--- src/rtl/mem_arbiter_pkg.sv ---
// Shared types for the two-port memory arbiter: FSM states, port indices, latched request.
// Pure declarations; no timing or flow control of its own.
package shrv32_mem_pkg;

  typedef enum logic [1:0] {
    IDLE,
    BUSY,
    DONE
  } arb_state_e;

  localparam int PORT_IFETCH = 0;
  localparam int PORT_DATA   = 1;

  typedef struct packed {
    logic [31:0] addr;
    logic [31:0] wdata;
    logic [3:0]  byteena;
    logic        we;
  } mem_req_t;

endpackage

--- src/rtl/mem_arbiter_if.sv ---
// Requester-side and MMU-side signals of the arbiter; master is the arbiter's view.
// Requests are held until gnt; MMU completion is a one-cycle m_ready strobe.
interface mem_arbiter_if;

  logic [1:0]  req;
  logic [31:0] addr0;
  logic [31:0] addr1;
  logic [31:0] wdata0;
  logic [31:0] wdata1;
  logic [3:0]  byteena0;
  logic [3:0]  byteena1;
  logic [1:0]  we;
  logic [1:0]  gnt;
  logic [1:0]  done;
  logic        fault;
  logic [31:0] rdata;
  logic        m_req;
  logic [31:0] m_addr;
  logic [31:0] m_wdata;
  logic [3:0]  m_byteena;
  logic        m_we;
  logic        m_ready;
  logic [31:0] m_rdata;

  modport master (
    input  req, addr0, addr1, wdata0, wdata1, byteena0, byteena1, we, m_ready, m_rdata,
    output gnt, done, fault, rdata, m_req, m_addr, m_wdata, m_byteena, m_we
  );

  modport slave (
    output req, addr0, addr1, wdata0, wdata1, byteena0, byteena1, we, m_ready, m_rdata,
    input  gnt, done, fault, rdata, m_req, m_addr, m_wdata, m_byteena, m_we
  );

endinterface

--- src/rtl/mem_arbiter_rr.sv ---
// Combinational two-way round-robin pick: lone requester wins, on conflict the port not granted last.
// Zero latency; no state, the caller owns last_grant.
module rr_arbiter2
  import shrv32_mem_pkg::*;
(
  input  logic [1:0] req,
  input  logic       last_grant,
  output logic       valid,
  output logic       winner
);

  always_comb begin
    valid  = |req;
    winner = 1'(PORT_IFETCH);
    if (req == 2'b11) begin
      winner = ~last_grant;
    end else if (req[PORT_DATA]) begin
      winner = 1'(PORT_DATA);
    end
  end

endmodule

--- src/rtl/mem_arbiter.sv ---
// Shares one MMU port between ifetch and data: grant 1 cycle after req, done 1 cycle after m_ready,
// at least 3 cycles per transaction; watchdog aborts with fault after TIMEOUT cycles in BUSY.
module mem_arbiter
  import shrv32_mem_pkg::*;
#(
  parameter int TIMEOUT = 255
) (
  input  logic          clock,
  input  logic          reset_n,
  mem_arbiter_if.master bus
);

  localparam int WDW = $clog2(TIMEOUT + 1);

  arb_state_e     state;
  logic           last_grant;
  logic           owner;
  logic [WDW-1:0] wdog;
  mem_req_t       cur;
  mem_req_t       sel_req;
  logic           win_vld;
  logic           winner;
  logic [1:0]     gnt_q;
  logic [1:0]     done_q;
  logic           fault_q;
  logic [31:0]    rdata_q;
  logic           m_req_q;

  rr_arbiter2 u_rr (
    .req        (bus.req),
    .last_grant (last_grant),
    .valid      (win_vld),
    .winner     (winner)
  );

  always_comb begin
    if (winner) begin
      sel_req = '{addr: bus.addr1, wdata: bus.wdata1, byteena: bus.byteena1, we: bus.we[1]};
    end else begin
      sel_req = '{addr: bus.addr0, wdata: bus.wdata0, byteena: bus.byteena0, we: bus.we[0]};
    end
  end

  always_ff @(posedge clock or negedge reset_n) begin
    if (!reset_n) begin
      state      <= IDLE;
      last_grant <= 1'b1;
      owner      <= 1'b0;
      wdog       <= '0;
      cur        <= '0;
      gnt_q      <= '0;
      done_q     <= '0;
      fault_q    <= 1'b0;
      rdata_q    <= '0;
      m_req_q    <= 1'b0;
    end else begin
      gnt_q  <= '0;
      done_q <= '0;
      case (state)
        IDLE: begin
          if (win_vld) begin
            cur           <= sel_req;
            m_req_q       <= 1'b1;
            gnt_q[winner] <= 1'b1;
            owner         <= winner;
            last_grant    <= winner;
            wdog          <= '0;
            state         <= BUSY;
          end
        end
        BUSY: begin
          // Completion takes priority over an abort landing on the same edge.
          if (bus.m_ready) begin
            rdata_q       <= bus.m_rdata;
            fault_q       <= 1'b0;
            done_q[owner] <= 1'b1;
            m_req_q       <= 1'b0;
            state         <= DONE;
          end else if (wdog == WDW'(TIMEOUT - 1)) begin
            rdata_q       <= '0;
            fault_q       <= 1'b1;
            done_q[owner] <= 1'b1;
            m_req_q       <= 1'b0;
            state         <= DONE;
          end else begin
            wdog <= wdog + WDW'(1);
          end
        end
        DONE: state <= IDLE;
        default: state <= IDLE;
      endcase
    end
  end

  assign bus.gnt       = gnt_q;
  assign bus.done      = done_q;
  assign bus.fault     = fault_q;
  assign bus.rdata     = rdata_q;
  assign bus.m_req     = m_req_q;
  assign bus.m_addr    = cur.addr;
  assign bus.m_wdata   = cur.wdata;
  assign bus.m_byteena = cur.byteena;
  assign bus.m_we      = cur.we;

endmodule

--- src/flat_wrapper.sv ---
// flat-port wrapper written by rule: the top's interface ports become plain ports
module mem_arbiter_flat import shrv32_mem_pkg::*;
#(
  parameter int TIMEOUT = 255
)
  (clock, reset_n, bus_req, bus_addr0, bus_addr1, bus_wdata0, bus_wdata1, bus_byteena0, bus_byteena1, bus_we, bus_m_ready, bus_m_rdata, bus_gnt, bus_done, bus_fault, bus_rdata, bus_m_req, bus_m_addr, bus_m_wdata, bus_m_byteena, bus_m_we);
  mem_arbiter_if bus_i ();
  input  logic clock;
  input  logic reset_n;
  input wire logic [$bits(bus_i.req)-1:0] bus_req;
  input wire logic [$bits(bus_i.addr0)-1:0] bus_addr0;
  input wire logic [$bits(bus_i.addr1)-1:0] bus_addr1;
  input wire logic [$bits(bus_i.wdata0)-1:0] bus_wdata0;
  input wire logic [$bits(bus_i.wdata1)-1:0] bus_wdata1;
  input wire logic [$bits(bus_i.byteena0)-1:0] bus_byteena0;
  input wire logic [$bits(bus_i.byteena1)-1:0] bus_byteena1;
  input wire logic [$bits(bus_i.we)-1:0] bus_we;
  input wire logic [$bits(bus_i.m_ready)-1:0] bus_m_ready;
  input wire logic [$bits(bus_i.m_rdata)-1:0] bus_m_rdata;
  output wire logic [$bits(bus_i.gnt)-1:0] bus_gnt;
  output wire logic [$bits(bus_i.done)-1:0] bus_done;
  output wire logic [$bits(bus_i.fault)-1:0] bus_fault;
  output wire logic [$bits(bus_i.rdata)-1:0] bus_rdata;
  output wire logic [$bits(bus_i.m_req)-1:0] bus_m_req;
  output wire logic [$bits(bus_i.m_addr)-1:0] bus_m_addr;
  output wire logic [$bits(bus_i.m_wdata)-1:0] bus_m_wdata;
  output wire logic [$bits(bus_i.m_byteena)-1:0] bus_m_byteena;
  output wire logic [$bits(bus_i.m_we)-1:0] bus_m_we;
  assign bus_i.req = bus_req;
  assign bus_i.addr0 = bus_addr0;
  assign bus_i.addr1 = bus_addr1;
  assign bus_i.wdata0 = bus_wdata0;
  assign bus_i.wdata1 = bus_wdata1;
  assign bus_i.byteena0 = bus_byteena0;
  assign bus_i.byteena1 = bus_byteena1;
  assign bus_i.we = bus_we;
  assign bus_i.m_ready = bus_m_ready;
  assign bus_i.m_rdata = bus_m_rdata;
  assign bus_gnt = bus_i.gnt;
  assign bus_done = bus_i.done;
  assign bus_fault = bus_i.fault;
  assign bus_rdata = bus_i.rdata;
  assign bus_m_req = bus_i.m_req;
  assign bus_m_addr = bus_i.m_addr;
  assign bus_m_wdata = bus_i.m_wdata;
  assign bus_m_byteena = bus_i.m_byteena;
  assign bus_m_we = bus_i.m_we;
  mem_arbiter #(.TIMEOUT(TIMEOUT)) u_core (.clock(clock), .reset_n(reset_n), .bus(bus_i));
endmodule
--- config.mk ---
export PLATFORM = sky130hd
export DESIGN_NAME = mem_arbiter_flat
export DESIGN_NICKNAME = d
export VERILOG_FILES = /design/src/rtl/mem_arbiter_pkg.sv /design/src/rtl/mem_arbiter_if.sv /design/src/rtl/mem_arbiter_rr.sv /design/src/rtl/mem_arbiter.sv /design/src/flat_wrapper.sv
export SDC_FILE = /design/constraint.sdc
export NUM_CORES = 1
export LEC_CHECK = 0
export BUFFER_PORTS_ARGS = -buffer_cell sky130_fd_sc_hd__buf_2
export CELL_PAD_IN_SITES_DETAIL_PLACEMENT = 0
export CELL_PAD_IN_SITES_GLOBAL_PLACEMENT = 1
export CORE_UTILIZATION = 35
export DETAILED_ROUTE_END_ITERATION = 10
export MAX_ROUTING_LAYER = met4
export PLACE_DENSITY = 0.95
export SLEW_MARGIN = 20
export SYNTH_ARGS = -nofsm -noshare
export SYNTH_HDL_FRONTEND = slang
export SYNTH_SLANG_ARGS = --single-unit
--- constraint.sdc ---
create_clock -name clock -period 4.2 [get_ports clock]
set_input_delay 0.63 -clock clock [delete_from_list [all_inputs] [get_ports clock]]
set_output_delay 0.63 -clock clock [all_outputs]
set_load 0.03 [all_outputs]
==> out/results.env, run 1 <==
WORST-SLEW-PIN-TRANSITION_NS=1.094
FINAL_LAYOUT_NET_COUNT=853
VIASPERCELL=5.096
SYN_NETS=583
FIN_AREA_UM2=7073
MAX_CAP_VIOL_COUNT=0
SHARE_OF_LAYOUT_CELLS_ABOVE_DRIVE_STRENGTH_1_PCT=47.31
SYNTH_XOR_XNOR_AREA_SHARE_PCT=0.1767
MUX_CELL_AREA_SHARE_AFTER_SYNTHESIS_PCT=4.467
SYNTH_SEQ_CELLS=119
SYN-INSTANCE-COUNT=406
HOLD_VIOL=0
CORE_REGION_AREA_UM2=13830
CRITICAL-PATH-MAX-STAGE-DELAY_NS=0.87
SYNTH-SEQ-AREA-SHARE_PCT=60.10
DIE_WIDTH_UM=121.0
START_KIND='flip-flop'
DETAIL_ROUTE.ITER0.VIOLATIONS=216
ARRIVAL_NS=2.92
NETLIST_TOP_CELLS_AREA='sky130_fd_sc_hd__dfrtp_1 (60%), sky130_fd_sc_hd__a221o_1 (9.9%), sky130_fd_sc_hd__and3_1 (6.3%)'
POSTSYNTH.TOPFLOPCELL='sky130_fd_sc_hd__dfrtp_1'
DETAILEDROUTE.FIRSTPASSITERATIONCOUNT=4
SYNTH_SIMPLE_GATE_AREA_SHARE_PCT=11.00
EFFECTIVE_UTILIZATION_AT_FLOORPLAN_PCT=35.85
SYNTH_AREA_LEADER_CELL='sky130_fd_sc_hd__dfrtp_1'
FINAL.PERIOD_UTILIZATION_PCT=61.71
POWER_SWITCHING_mW=2.448
CTS.SINKS=119
SEQCELLAREA_UM2=2979
YS_ASYNC_SR_FRACTION_PCT=100.0
PLACE_WORST_SETUP_SLACK_NS=1.553
CTSHOLDBUFFERS=0
CTS_MAX_LEVEL=4
TIMING.REG2REG.WORST_PATH_DEPTH=4
MIN_PATH_TYPE='input port to asynchronous set/reset pin'
REPORT.POWER.TOTAL_mW=5.822
GRT_USE_TOTAL_PCT=19.23
AREA_OF_PLACED_INSTANCES_UM2=6505
GRT_FIRST_PASS_WIRELENGTH_MM=21.29
LAYOUT.FILLER_CELLS=1217
FMAX_MHz=385.9
CP.BUFFERS_INVERTERS=0
FINALSETUPVIOLCOUNT=0
FINAL.SETUP_SKEW_NS=0.01296
CLOCK_POWER_SHARE_PCT=23.4
SETUP.WORST_PATH.CLASS='flip-flop to flip-flop'
LARGEST_NET_DEGREE_AT_THE_START_OF_GLOBAL_ROUTING=93
FINAL.SETUP.WORST_SLACK_NS=1.608
WL_PER_CELL_UM=15.83
FINISH.UTILIZATION_PCT=51.15
PATH_CELLS='nor2_4 -> o21ai_4 -> nor2_4 -> a221o_1'
CTS_TREE='yes'
TIMING_MAX_TRANSITION_VIOLATIONS_FINAL=0
SYNTH_ENABLE_FLOP_CELLS=0
VDD_DROP_MAX_mV=0.3296
CTS_POST_SETUP_BUFFERS_INSERTED=0
TIMING.CRITICAL_PATH.TO_TYPE='flip-flop'
DETAILED_PLACE_HPWL_MM=9.832
INTPOWER_mW=3.373
RRSETUPSLACK_NS=1.61
LEAKAGEPOWER_nW=3.822
WORST_EP_REQUIRED_TIME_NS=4.53
BUFFER_PORTS.INSERTED=281
WORST-PATH-MAX-FANOUT=51
MULTI_INPUT_COMB_AREA_UM2=1848
POWER.DENSITY_CELL_AREA_nW_PER_UM2=823.1
PATH_COMMON_CELL='sky130_fd_sc_hd__nor2_4'
POSTROUTEANTENNANETS=0
CTS_BUFFERS=17
PLACEMENTROWS=43
PLACE_CONGESTION=0.8011
SYNTH-ADDER-AREA-SHARE_PCT=0.5048
GRT-OVFL-TOTAL=0
MOSTFREQUENTLAYOUTCELL='sky130_fd_sc_hd__buf_2'
SYNTHESIZED_AREA_FRACTION_OCCUPIED_BY_AO_OA_AOI_AND_OAI_CELLS_PCT=20.52
PWR-SHARE-COMB_PCT=42.6
CLK_TREE_ROOT_CELL='sky130_fd_sc_hd__clkbuf_16'
COUNT_OF_SYNTHESIS_STAGE_WARNINGS_FROM_YOSYS=0
DIODES=0
GRT_ANTENNA_BEFORE_REPAIR=0
COMBINATIONAL_FAMILY_WITH_THE_MOST_AREA_AFTER_SYNTHESIS='compound AO/OA/AOI/OAI gates'
MAXSLEWHEADROOM_PCT=26.91
SYNTH_TOP_AREA_SHARE_PCT=59.57
FIN_SETUP_TNS_NS=0
CTS.CLK_SLEW.WORST_PATHS_NS=0.05
DETAIL_ROUTE.DRC_VIOLATIONS=0
POST_SYNTH.CELL_AREA_AVG_UM2=12.21
WORST_R2R_STARTPOINT='u_core.state[0]$_DFFE_PN0P_'
LAYOUT-AREA-OVERHEAD-VS-SYNTH_PCT=42.68
DESIGN.DIE.AREA_UM2=14640
CTS-RESIZED-GATES=0
UNREPAIRED_SETUP_ENDPOINTS_AFTER_GLOBAL_ROUTING='false'
POWER.SWITCHING_FRACTION_PCT=42.06
POWER.SEQUENTIAL.FRACTION_PCT=34.0
TIMING.RR.END='u_core.bus.m_wdata[25]$_DFFE_PN0P_'
CRIT_FAMILY='simple AND/OR/NAND/NOR gates'
DRT_WL_TOTAL_MM=13.73
FIRST_GLOBAL_VIAS=4281
LAYOUT.CELLS.MOST_COMMON_LIST='sky130_fd_sc_hd__buf_2 (280), sky130_fd_sc_hd__dfrtp_1 (118), sky130_fd_sc_hd__and3_1 (50), sky130_fd_sc_hd__a221o_1 (49), sky130_fd_sc_hd__a22o_1 (32)'
CRIT_PATH_TOP_DELAY_CELL='sky130_fd_sc_hd__nor2_4'
SYNTH_CELL_TYPE_COUNT=38
DESIGN.PORTCOUNT=282
MAPPEDNETLISTAREA_UM2=4957
ROUTED-VIA-COUNT=4418
CLK_PATH_BUF_DEPTH=2
LATEST_CLOCK_ARRIVAL_WITHIN_THE_WORST_SKEW_PAIR_NS=0.40
PERIOD_MINUS_SLACK_NS=2.592
OUTCOME='complete, no violations'
DIE_H_UM=121.0
metrics by stage:
stage,std cells,hold WS [ns]
after detailed placement,837,0.4642
final,867,0.3628
after CTS,867,0.3899
after global placement,837,0.4623
after floorplan,406,0.3344
after global routing,867,0.4225
metal layers:
metal	global-route usage [%]	share of wire (%)
met2	30.82	51
met3	3.900	5.9
met4	8.256	1.7
met1	23.62	41
met5	-	0
Yosys cell counts, types with 2 or more instances:
cell and n:
sky130_fd_sc_hd__nand2_1 26, sky130_fd_sc_hd__a31oi_1 3, sky130_fd_sc_hd__clkbuf_1 18, sky130_fd_sc_hd__and3_1 50
sky130_fd_sc_hd__nand3_1 5, sky130_fd_sc_hd__nor2_1 9, sky130_fd_sc_hd__buf_1 2, sky130_fd_sc_hd__a221o_1 49
sky130_fd_sc_hd__a21oi_1 4, sky130_fd_sc_hd__ha_1 2, sky130_fd_sc_hd__and2_1 2, sky130_fd_sc_hd__nor3_1 3
sky130_fd_sc_hd__dfrtp_1 118, sky130_fd_sc_hd__o21ai_1 22, sky130_fd_sc_hd__inv_1 3, sky130_fd_sc_hd__nor2_2 3
sky130_fd_sc_hd__a21o_1 2, sky130_fd_sc_hd__buf_2 14, sky130_fd_sc_hd__a22o_1 32, sky130_fd_sc_hd__mux2i_1 21
logic make-up (layout without fill, tap and decap cells):
logic type      Yosys count  count (layout)
compound gates          122             122
flops                   119             119
simple gates            102             102
buf+inv                  38             319
mux                      22              22
fa+ha+maj                 2               2
xor+xnor                  1               1
layout make-up:
cell class                      count  share of cell area, %
Clock buffer                       22                  6.987
Clock inverter                      8                  1.026
Inverter                            4                 0.2123
Multi-Input combinational cell    249                  26.13
Sequential cell                   119                  42.12
Tap cell                          180                  3.184
Timing Repair Buffer              285                  20.34
power groups by stage:
| stage | combinational (mW) | sequential [mW] | clock [mW] |
|---|---|---|---|
| final | 2.48 | 1.98 | 1.36 |
| after global routing | 2.64 | 2.04 | 1.46 |
| after CTS | 2.51 | 1.98 | 1.40 |
| after detailed placement | 2.51 | 1.98 | 0 |
| after global placement | 2.45 | 1.97 | 0 |
| after floorplan | 0.754 | 2.90 | 0 |
registers in the layout (all words and copies together) (netlist names):
name and cells:
u_core.bus.done 2, u_core.bus.fault 1, u_core.bus.gnt 2, u_core.bus.m_addr 32
u_core.bus.m_byteena 4, u_core.bus.m_req 1, u_core.bus.m_wdata 32, u_core.bus.m_we 1
u_core.bus.rdata 32, u_core.last_grant 1, u_core.owner 1, u_core.state 2
u_core.wdog 8
how the worst max path moves through the flow:
stage	startpoint	endpoint	slack [ns]	depth (start not counted)
floorplan	bus_req[1]	u_core.wdog[1]$_DFFE_PN0P_	2.55	4
global placement	u_core.state[0]$_DFFE_PN0P_	u_core.bus.m_byteena[1]$_DFFE_PN0P_	1.66	4
detailed placement	u_core.state[0]$_DFFE_PN0P_	u_core.bus.m_wdata[25]$_DFFE_PN0P_	1.55	4
CTS	u_core.state[0]$_DFFE_PN0P_	u_core.bus.m_wdata[25]$_DFFE_PN0P_	1.55	4
global route	u_core.state[0]$_DFFE_PN0P_	u_core.bus.m_wdata[25]$_DFFE_PN0P_	1.44	4
finish	u_core.state[0]$_DFFE_PN0P_	u_core.bus.m_wdata[25]$_DFFE_PN0P_	1.61	4
(Power assumes the default switching activity.)
==> run 2, diff against run 1 <==
ABC_AREA = 1   (was unset)
CORE_UTILIZATION = 32   (was 35)
PLACE_DENSITY = 0.91   (was 0.95)
clock period = 2.6 ns   (was 4.2 ns; I/O delays follow)
==> out/results.env, run 2 <==
HOLDWS_NS=0.1831  # was 0.3628 ns
DIE_WIDTH_UM=134.0  # was 121.0 µm
POSTSYNTH.TOPFLOPCELL='sky130_fd_sc_hd__dfrtp_1'  # unchanged
AREA_OF_PLACED_INSTANCES_UM2=7048  # was 6505 µm²
LAYOUT.FILLER_CELLS=1709  # was 1217
PERIOD_MINUS_SLACK_NS=1.900  # was 2.592 ns
SYNTH_TOP_AREA_SHARE_PCT=52.93  # was 59.57%
CLOCK_POWER_SHARE_PCT=23.5  # was 23.4%
CTS.SINKS=119  # unchanged
SETUP.WORST_PATH.CLASS='flip-flop to flip-flop'  # unchanged
FINAL.PERIOD_UTILIZATION_PCT=73.06  # was 61.71%
POST_SYNTH.CELL_AREA_AVG_UM2=8.377  # was 12.21 µm²
FINAL_LAYOUT_NET_COUNT=1119  # was 853
MAX_CAP_VIOL_COUNT=0  # unchanged
CTS_BUFFERS=17  # unchanged
POWER.SWITCHING_FRACTION_PCT=44.84  # was 42.06%
MOSTFREQUENTLAYOUTCELL='sky130_fd_sc_hd__nand2_1'  # was sky130_fd_sc_hd__buf_2
MIN_PATH_TYPE='input port to flip-flop'  # was input port to asynchronous set/reset pin
SYNTH_SEQ_CELLS=119  # unchanged
REPORT.POWER.TOTAL_mW=10.10  # was 5.822 mW
GRT_USE_TOTAL_PCT=18.31  # was 19.23%
MIN_PATH_CELLS=3
CLK_TREE_ROOT_CELL='sky130_fd_sc_hd__clkbuf_16'  # unchanged
SYNTH_ENABLE_FLOP_CELLS=0  # unchanged
PWR-SHARE-COMB_PCT=45.3  # was 42.6%
NETLIST_TOP_CELLS_AREA='sky130_fd_sc_hd__dfrtp_1 (53%), sky130_fd_sc_hd__nand2_1 (21%), sky130_fd_sc_hd__nand3_1 (7.4%)'  # was sky130_fd_sc_hd__dfrtp_1 (60%), sky130_fd_sc_hd__a221o_1 (9.9%), sky130_fd_sc_hd__and3_1 (6.3%)
SYN_NETS=843  # was 583
PLACEMENTROWS=47  # was 43
FINISH.UTILIZATION_PCT=45.57  # was 51.15%
GRT_FIRST_PASS_WIRELENGTH_MM=25.07  # was 21.29 mm
FIN_AREA_UM2=7664  # was 7073 µm²
DIODES=0  # unchanged
POWER_SWITCHING_mW=4.529  # was 2.448 mW
POWER.SEQUENTIAL.FRACTION_PCT=31.2  # was 34.0%
START_KIND='flip-flop'  # unchanged
GRT-OVFL-TOTAL=0  # unchanged
BUFFER_PORTS.INSERTED=281  # unchanged
WORST-SLEW-PIN-TRANSITION_NS=0.5696  # was 1.094 ns
TIMING.REG2REG.WORST_PATH_DEPTH=7  # was 4
PLACE_CONGESTION=0.8024  # was 0.8011
OUTCOME='complete, no violations'  # unchanged
YS_TOP_CELLS_BY_COUNT='sky130_fd_sc_hd__nand2_1 (311), sky130_fd_sc_hd__dfrtp_1 (118), sky130_fd_sc_hd__nand3_1 (82), sky130_fd_sc_hd__inv_1 (35), sky130_fd_sc_hd__nor2_1 (28)'  # was sky130_fd_sc_hd__dfrtp_1 (118), sky130_fd_sc_hd__and3_1 (50), sky130_fd_sc_hd__a221o_1 (49), sky130_fd_sc_hd__a22o_1 (32), sky130_fd_sc_hd__nand2_1 (26)
DETAILED_PLACE_HPWL_MM=11.37  # was 9.832 mm
GRT_ANTENNA_BEFORE_REPAIR=0  # unchanged
SYN-INSTANCE-COUNT=666  # was 406
MAPPEDNETLISTAREA_UM2=5579  # was 4957 µm²
DRT_WL_TOTAL_MM=15.90  # was 13.73 mm
SHARE_OF_LAYOUT_CELLS_ABOVE_DRIVE_STRENGTH_1_PCT=38.53  # was 47.31%
TIMING_MAX_TRANSITION_VIOLATIONS_FINAL=0  # unchanged
DETAILEDROUTE.FIRSTPASSITERATIONCOUNT=4  # unchanged
ROUTED-VIA-COUNT=5257  # was 4418
LEAKAGEPOWER_nW=4.267  # was 3.822 nW
UNREPAIRED_SETUP_ENDPOINTS_AFTER_GLOBAL_ROUTING='false'  # unchanged
DESIGN.PORTCOUNT=282  # unchanged
SYNTH_AREA_LEADER_CELL='sky130_fd_sc_hd__dfrtp_1'  # unchanged
CORE_REGION_AREA_UM2=16820  # was 13830 µm²
INTPOWER_mW=5.571  # was 3.373 mW
ARRIVAL_NS=2.24  # was 2.92 ns
FMAX_MHz=526.4  # was 385.9 MHz
FIN_SETUP_TNS_NS=0  # unchanged
MOST_COMMON_CELL_IN_THE_SYNTHESIZED_NETLIST='sky130_fd_sc_hd__nand2_1'  # was sky130_fd_sc_hd__dfrtp_1
LAYOUT.CELLS.MOST_COMMON_LIST='sky130_fd_sc_hd__nand2_1 (311), sky130_fd_sc_hd__buf_2 (280), sky130_fd_sc_hd__dfrtp_1 (118), sky130_fd_sc_hd__nand3_1 (82), sky130_fd_sc_hd__inv_1 (35)'  # was sky130_fd_sc_hd__buf_2 (280), sky130_fd_sc_hd__dfrtp_1 (118), sky130_fd_sc_hd__and3_1 (50), sky130_fd_sc_hd__a221o_1 (49), sky130_fd_sc_hd__a22o_1 (32)
CTS_TREE='yes'  # unchanged
EFFECTIVE_UTILIZATION_AT_FLOORPLAN_PCT=33.17  # was 35.85%
HOLD_VIOL=0  # unchanged
COUNT_OF_SYNTHESIS_STAGE_WARNINGS_FROM_YOSYS=0  # unchanged
POWER.DENSITY_CELL_AREA_nW_PER_UM2=1318  # was 823.1 nW/µm²
DESIGN.DIE.AREA_UM2=17970  # was 14640 µm²
TIMING.CRITICAL_PATH.TO_TYPE='flip-flop'  # unchanged
MAXSLEWHEADROOM_PCT=61.97  # was 26.91%
LAYOUT-AREA-OVERHEAD-VS-SYNTH_PCT=37.36  # was 42.68%
POSTROUTEANTENNANETS=0  # unchanged
WL_PER_CELL_UM=13.53  # was 15.83 µm
DIE_H_UM=134.0  # was 121.0 µm
DETAIL_ROUTE.ITER0.VIOLATIONS=190  # was 216
SYNTH_CELL_TYPE_COUNT=30  # was 38
WORST-PATH-MAX-FANOUT=50  # was 51
FIRST_GLOBAL_VIAS=5005  # was 4281
CTS_POST_SETUP_BUFFERS_INSERTED=0  # unchanged
FINALSETUPVIOLCOUNT=0  # unchanged
VDD_DROP_MAX_mV=0.5341  # was 0.3296 mV
SYNTH-SEQ-AREA-SHARE_PCT=53.40  # was 60.10%
LARGEST_NET_DEGREE_AT_THE_START_OF_GLOBAL_ROUTING=66  # was 93
CTS_MAX_LEVEL=4  # unchanged
WORST_EP_REQUIRED_TIME_NS=2.94  # was 4.53 ns
FINAL.SETUP_SKEW_NS=0.01038  # was 0.01296 ns
DETAIL_ROUTE.DRC_VIOLATIONS=0  # unchanged
CTS.CLK_SLEW.WORST_PATHS_NS=0.06  # was 0.05 ns
LATEST_CLOCK_ARRIVAL_WITHIN_THE_WORST_SKEW_PAIR_NS=0.41  # was 0.40 ns
CLK_PATH_BUF_DEPTH=2  # unchanged
VIASPERCELL=4.474  # was 5.096
YS_ASYNC_SR_FRACTION_PCT=100.0  # unchanged
-- run 2: per-stage QoR --
step | worst slack, ns | std cells
2_1_floorplan | 1.203 | 666
3_3_place_gp | 0.7342 | 1142
3_5_place_dp | 0.6881 | 1142
4_1_cts | 0.6994 | 1175
5_1_grt | 0.5522 | 1175
6_report | 0.7004 | 1175
-- run 2: metal layers --
metal  routed length, µm  track usage [%]
met5                   0                -
met4                 274            6.742
met3                1188            4.308
met2                7700            29.71
met1                6739            22.17
-- run 2: path summary, 6_finish.rpt --
| path | end | slack [ns] | startpoint |
|---|---|---|---|
| min in group asynchronous | u_core.bus.m_addr[24]$_DFFE_PN0P_ | 0.42 | reset_n |
| min | u_core.bus.rdata[26]$_DFFE_PN0P_ | 0.18 | bus_m_rdata[26] |
| max reg2reg | u_core.bus.m_wdata[1]$_DFFE_PN0P_ | 0.70 | u_core.last_grant$_DFFE_PN1P_ |
| min reg2reg | u_core.bus.done[0]$_DFF_PN0_ | 0.43 | u_core.owner$_DFFE_PN0P_ |
| max | u_core.bus.m_wdata[1]$_DFFE_PN0P_ | 0.70 | u_core.last_grant$_DFFE_PN1P_ |
| max in group asynchronous | u_core.last_grant$_DFFE_PN1P_ | 1.37 | reset_n |
-- run 2: layout make-up --
type	count	area, µm²	area share (%)
flip-flops and latches	119	2979	38.87
multi-input cells	476	2165	28.24
repair buffers	290	1491	19.46
clock buffers	25	515.5	6.727
well taps	220	275.3	3.592
inverters	38	147.6	1.927
clock inverters	7	90.09	1.176
-- run 2: repair_timing --
action                                 4_1_cts  5_1_grt
gates resized for setup                      0        0
endpoints found under the hold margin       21        0
hold buffers                                 1        0
-- run 2: critical path, cell delays in order, from the launching register on --
cell                      delay, ns
sky130_fd_sc_hd__dfstp_2       0.53
sky130_fd_sc_hd__nand2_2       0.06
sky130_fd_sc_hd__nand2_4       0.34
sky130_fd_sc_hd__inv_2         0.08
sky130_fd_sc_hd__nor2_4        0.10
sky130_fd_sc_hd__buf_4         0.45
sky130_fd_sc_hd__nand2_1       0.11
sky130_fd_sc_hd__nand3_1       0.11
-- run 2: logic make-up (layout without fill, tap and decap cells) --
group           count (synthesis)  count (layout)  share of synthesized area [%]
compound gates                 28              28                          4.441
xor+xnor                        2               2                         0.3140
fa+ha+maj                       2               2                         0.4485
buf+inv                        71             360                          7.805
flops                         119             119                          53.40
simple gates                  444             444                          33.59
-- run 2: power groups by stage --
stage                     Combinational [mW]  Sequential [mW]  Clock, mW
after floorplan                         1.80             4.71          0
after global placement                  4.57             3.13          0
after detailed placement                4.64             3.17          0
after CTS                               4.64             3.15       2.44
after global routing                    4.96             3.25       2.51
final                                   4.58             3.15       2.37
==> run 3, diff against run 2 <==
ABC_AREA = 0   (was 1)
CORE_UTILIZATION = 29   (was 32)
PLACE_DENSITY = 0.86   (was 0.91)
clock period = 1.7 ns   (was 2.6 ns; I/O delays follow)
==> out/results.env, run 3 (synthesis results as in run 1) <==
DIE_H_UM=132.7  # was 134.0 µm
CLK_PATH_BUF_DEPTH=2  # unchanged
VDD_DROP_MAX_mV=0.7621  # was 0.5341 mV
GRT_USE_TOTAL_PCT=17.24  # was 18.31%
WORST-PATH-MAX-FANOUT=9  # was 50
DETAILED_PLACE_HPWL_MM=10.09  # was 11.37 mm
WORSTSETUPSTARTPOINT='u_core.wdog[1]$_DFFE_PN0P_'  # was u_core.last_grant$_DFFE_PN1P_
VIASPERCELL=4.804  # was 4.474
CORE_REGION_AREA_UM2=16640  # was 16820 µm²
DETAIL_ROUTE.ITER0.VIOLATIONS=250  # was 190
LATEST_CLOCK_ARRIVAL_WITHIN_THE_WORST_SKEW_PAIR_NS=0.40  # was 0.41 ns
UNREPAIRED_SETUP_ENDPOINTS_AFTER_GLOBAL_ROUTING='true'  # was false
DRT_WL_TOTAL_MM=14.94  # was 15.90 mm
PLACE_CONGESTION=0.8195  # was 0.8024
WORST_EP_REQUIRED_TIME_NS=2.00  # was 2.94 ns
PERIOD_MINUS_SLACK_NS=1.675  # was 1.900 ns
EFFECTIVE_UTILIZATION_AT_FLOORPLAN_PCT=29.79  # was 33.17%
LAYOUT-AREA-OVERHEAD-VS-SYNTH_PCT=51.44  # was 37.36%
WL_PER_CELL_UM=16.12  # was 13.53 µm
FINAL.PERIOD_UTILIZATION_PCT=98.52  # was 73.06%
DIODES=0  # unchanged
START_KIND='flip-flop'  # unchanged
WORST_R2R_STARTPOINT='u_core.wdog[1]$_DFFE_PN0P_'  # was u_core.last_grant$_DFFE_PN1P_
PLACEMENTROWS=47  # unchanged
CTS.SINKS=119  # unchanged
TIMING_MAX_TRANSITION_VIOLATIONS_FINAL=0  # unchanged
HOLDWS_NS=0.06509  # was 0.1831 ns
FIRST_GLOBAL_VIAS=4443  # was 5005
DIE_WIDTH_UM=132.7  # was 134.0 µm
FMAX_MHz=597.1  # was 526.4 MHz
FINAL.SETUP_SKEW_NS=0.008463  # was 0.01038 ns
CTS.CLK_SLEW.WORST_PATHS_NS=0.05  # was 0.06 ns
LEAKAGEPOWER_nW=4.001  # was 4.267 nW
POSTROUTEANTENNANETS=0  # unchanged
GRT-OVFL-TOTAL=0  # unchanged
GRT_FIRST_PASS_WIRELENGTH_MM=23.01  # was 25.07 mm
RRSETUPSLACK_NS=0.03  # was 0.70 ns
TIMING.CRITICAL_PATH.TO_TYPE='flip-flop'  # unchanged
CTS_BUFFERS=17  # unchanged
FINALSETUPVIOLCOUNT=0  # unchanged
CTS_TREE='yes'  # unchanged
MOSTFREQUENTLAYOUTCELL='sky130_fd_sc_hd__buf_2'  # was sky130_fd_sc_hd__nand2_1
ARRIVAL_NS=1.98  # was 2.24 ns
GRT_ANTENNA_BEFORE_REPAIR=0  # unchanged
BUFFER_PORTS.INSERTED=281  # unchanged
SETUP.WORST_PATH.CLASS='flip-flop to flip-flop'  # unchanged
DESIGN.PORTCOUNT=282  # unchanged
LARGEST_NET_DEGREE_AT_THE_START_OF_GLOBAL_ROUTING=71  # was 66
MAXSLEWHEADROOM_PCT=69.74  # was 61.97%
OUTCOME='complete, no violations'  # unchanged
ROUTED-VIA-COUNT=4453  # was 5257
CLK_TREE_ROOT_CELL='sky130_fd_sc_hd__clkbuf_16'  # unchanged
FINAL_LAYOUT_NET_COUNT=876  # was 1119
TIMING.REG2REG.WORST_PATH_DEPTH=7  # unchanged
TIMING.RR.END='u_core.state[1]$_DFFE_PN0P_'  # was u_core.bus.m_wdata[1]$_DFFE_PN0P_
DESIGN.DIE.AREA_UM2=17620  # was 17970 µm²
MAX_CAP_VIOL_COUNT=0  # unchanged
DETAIL_ROUTE.DRC_VIOLATIONS=0  # unchanged
DETAILEDROUTE.FIRSTPASSITERATIONCOUNT=4  # unchanged
REPORT.POWER.TOTAL_mW=14.91  # was 10.10 mW
SHARE_OF_LAYOUT_CELLS_ABOVE_DRIVE_STRENGTH_1_PCT=48.51  # was 38.53%
CRIT_PATH_END='u_core.state[1]$_DFFE_PN0P_'  # was u_core.bus.m_wdata[1]$_DFFE_PN0P_
POWER.DENSITY_CELL_AREA_nW_PER_UM2=1986  # was 1318 nW/µm²
HOLD_VIOL=0  # unchanged
MIN_PATH_TYPE='input port to flip-flop'  # unchanged
CTS_MAX_LEVEL=4  # unchanged
LAYOUT.CELLS.MOST_COMMON_LIST='sky130_fd_sc_hd__buf_2 (280), sky130_fd_sc_hd__dfrtp_1 (118), sky130_fd_sc_hd__and3_1 (50), sky130_fd_sc_hd__a221o_1 (49), sky130_fd_sc_hd__a22o_1 (32)'  # was sky130_fd_sc_hd__nand2_1 (311), sky130_fd_sc_hd__buf_2 (280), sky130_fd_sc_hd__dfrtp_1 (118), sky130_fd_sc_hd__nand3_1 (82), sky130_fd_sc_hd__inv_1 (35)
WORST-SLEW-PIN-TRANSITION_NS=0.4539  # was 0.5696 ns
run 3: cell types whose count changed in the layout (fill, tap and decap cells not counted), sizes merged, moves of 3 or more:
cell	delta
a22o	+32
nand3	-80
mux2i	+21
and3	+50
nand2	-298
inv	-34
nor2	-21
a31oi	+3
buf	+15
a221o	+49
run 3: area by class of cell:
type	instances	area, µm²
clock buffers	22	464.2
well taps	220	275.3
clock inverters	5	100.1
inverters	4	15.01
multi-input cells	249	1879
repair buffers	308	1794
flip-flops and latches	119	2979
fillers	1522	9135
run 3: metal layers:
| layer | track usage (%) | routed length (µm) | vias to the layer above |
|---|---|---|---|
| met5 | - | 0 | - |
| li1 | - | - | 2128 |
| met1 | 21.03 | 6437 | 2133 |
| met2 | 27.51 | 7406 | 168 |
| met4 | 6.258 | 297 | 0 |
| met3 | 4.444 | 798 | 24 |
run 3: timing repair:
item | 4_1_cts | 5_1_grt
pin swaps | 0 | 22
hold buffers | 1 | 0
endpoints found under the hold margin | 118 | 0
gates cloned | 0 | 6
setup buffers | 0 | 6
resized for setup | 1 | 7
endpoints found under the setup margin | 31 | 33
run 3: worst min path at each step:
stage	from	end	slack [ns]	cells past startpoint
5_1_grt	bus_m_rdata[23]	u_core.bus.rdata[23]$_DFFE_PN0P_	0.05	2
2_1_floorplan	reset_n	u_core.bus.done[0]$_DFF_PN0_	-0.04	0
3_3_place_gp	reset_n	u_core.bus.rdata[11]$_DFFE_PN0P_	0.27	2
3_5_place_dp	reset_n	u_core.bus.rdata[11]$_DFFE_PN0P_	0.28	2
4_1_cts	bus_m_rdata[23]	u_core.bus.rdata[23]$_DFFE_PN0P_	0.05	2
6_report	bus_m_rdata[26]	u_core.bus.rdata[26]$_DFFE_PN0P_	0.07	2
run 3: worst max-delay path, cell delays in order (launching register included):
cell,delay [ns]
sky130_fd_sc_hd__dfrtp_1,0.45
sky130_fd_sc_hd__ha_4,0.20
sky130_fd_sc_hd__nand3_4,0.09
sky130_fd_sc_hd__nor2_4,0.07
sky130_fd_sc_hd__o21ai_4,0.40
sky130_fd_sc_hd__buf_6,0.22
sky130_fd_sc_hd__buf_4,0.12
sky130_fd_sc_hd__inv_2,0.03
run 3: where the power goes:
group | total (mW) | switching, mW | leakage, nW | internal [mW]
Clock | 3.51 | 1.18 | 0.278 | 2.33
Sequential | 4.84 | 0.736 | 1.48 | 4.10
Combinational | 6.56 | 4.22 | 2.25 | 2.34
run 3: stage by stage:
step | TNS [ns] | util (%) | std cells | cell area, µm² | setup WS (ns)
after floorplan | 0 | - | 406 | 4957 | 0.1172
after global placement | 0 | 40.49 | 887 | 6738 | 0.07921
after detailed placement | 0 | 40.49 | 887 | 6738 | 0.01945
after CTS | 0 | 43.97 | 915 | 7317 | 0.01355
after global routing | -0.7627 | 45.11 | 927 | 7507 | -0.03949
final | 0 | 45.11 | 927 | 7507 | 0.02512
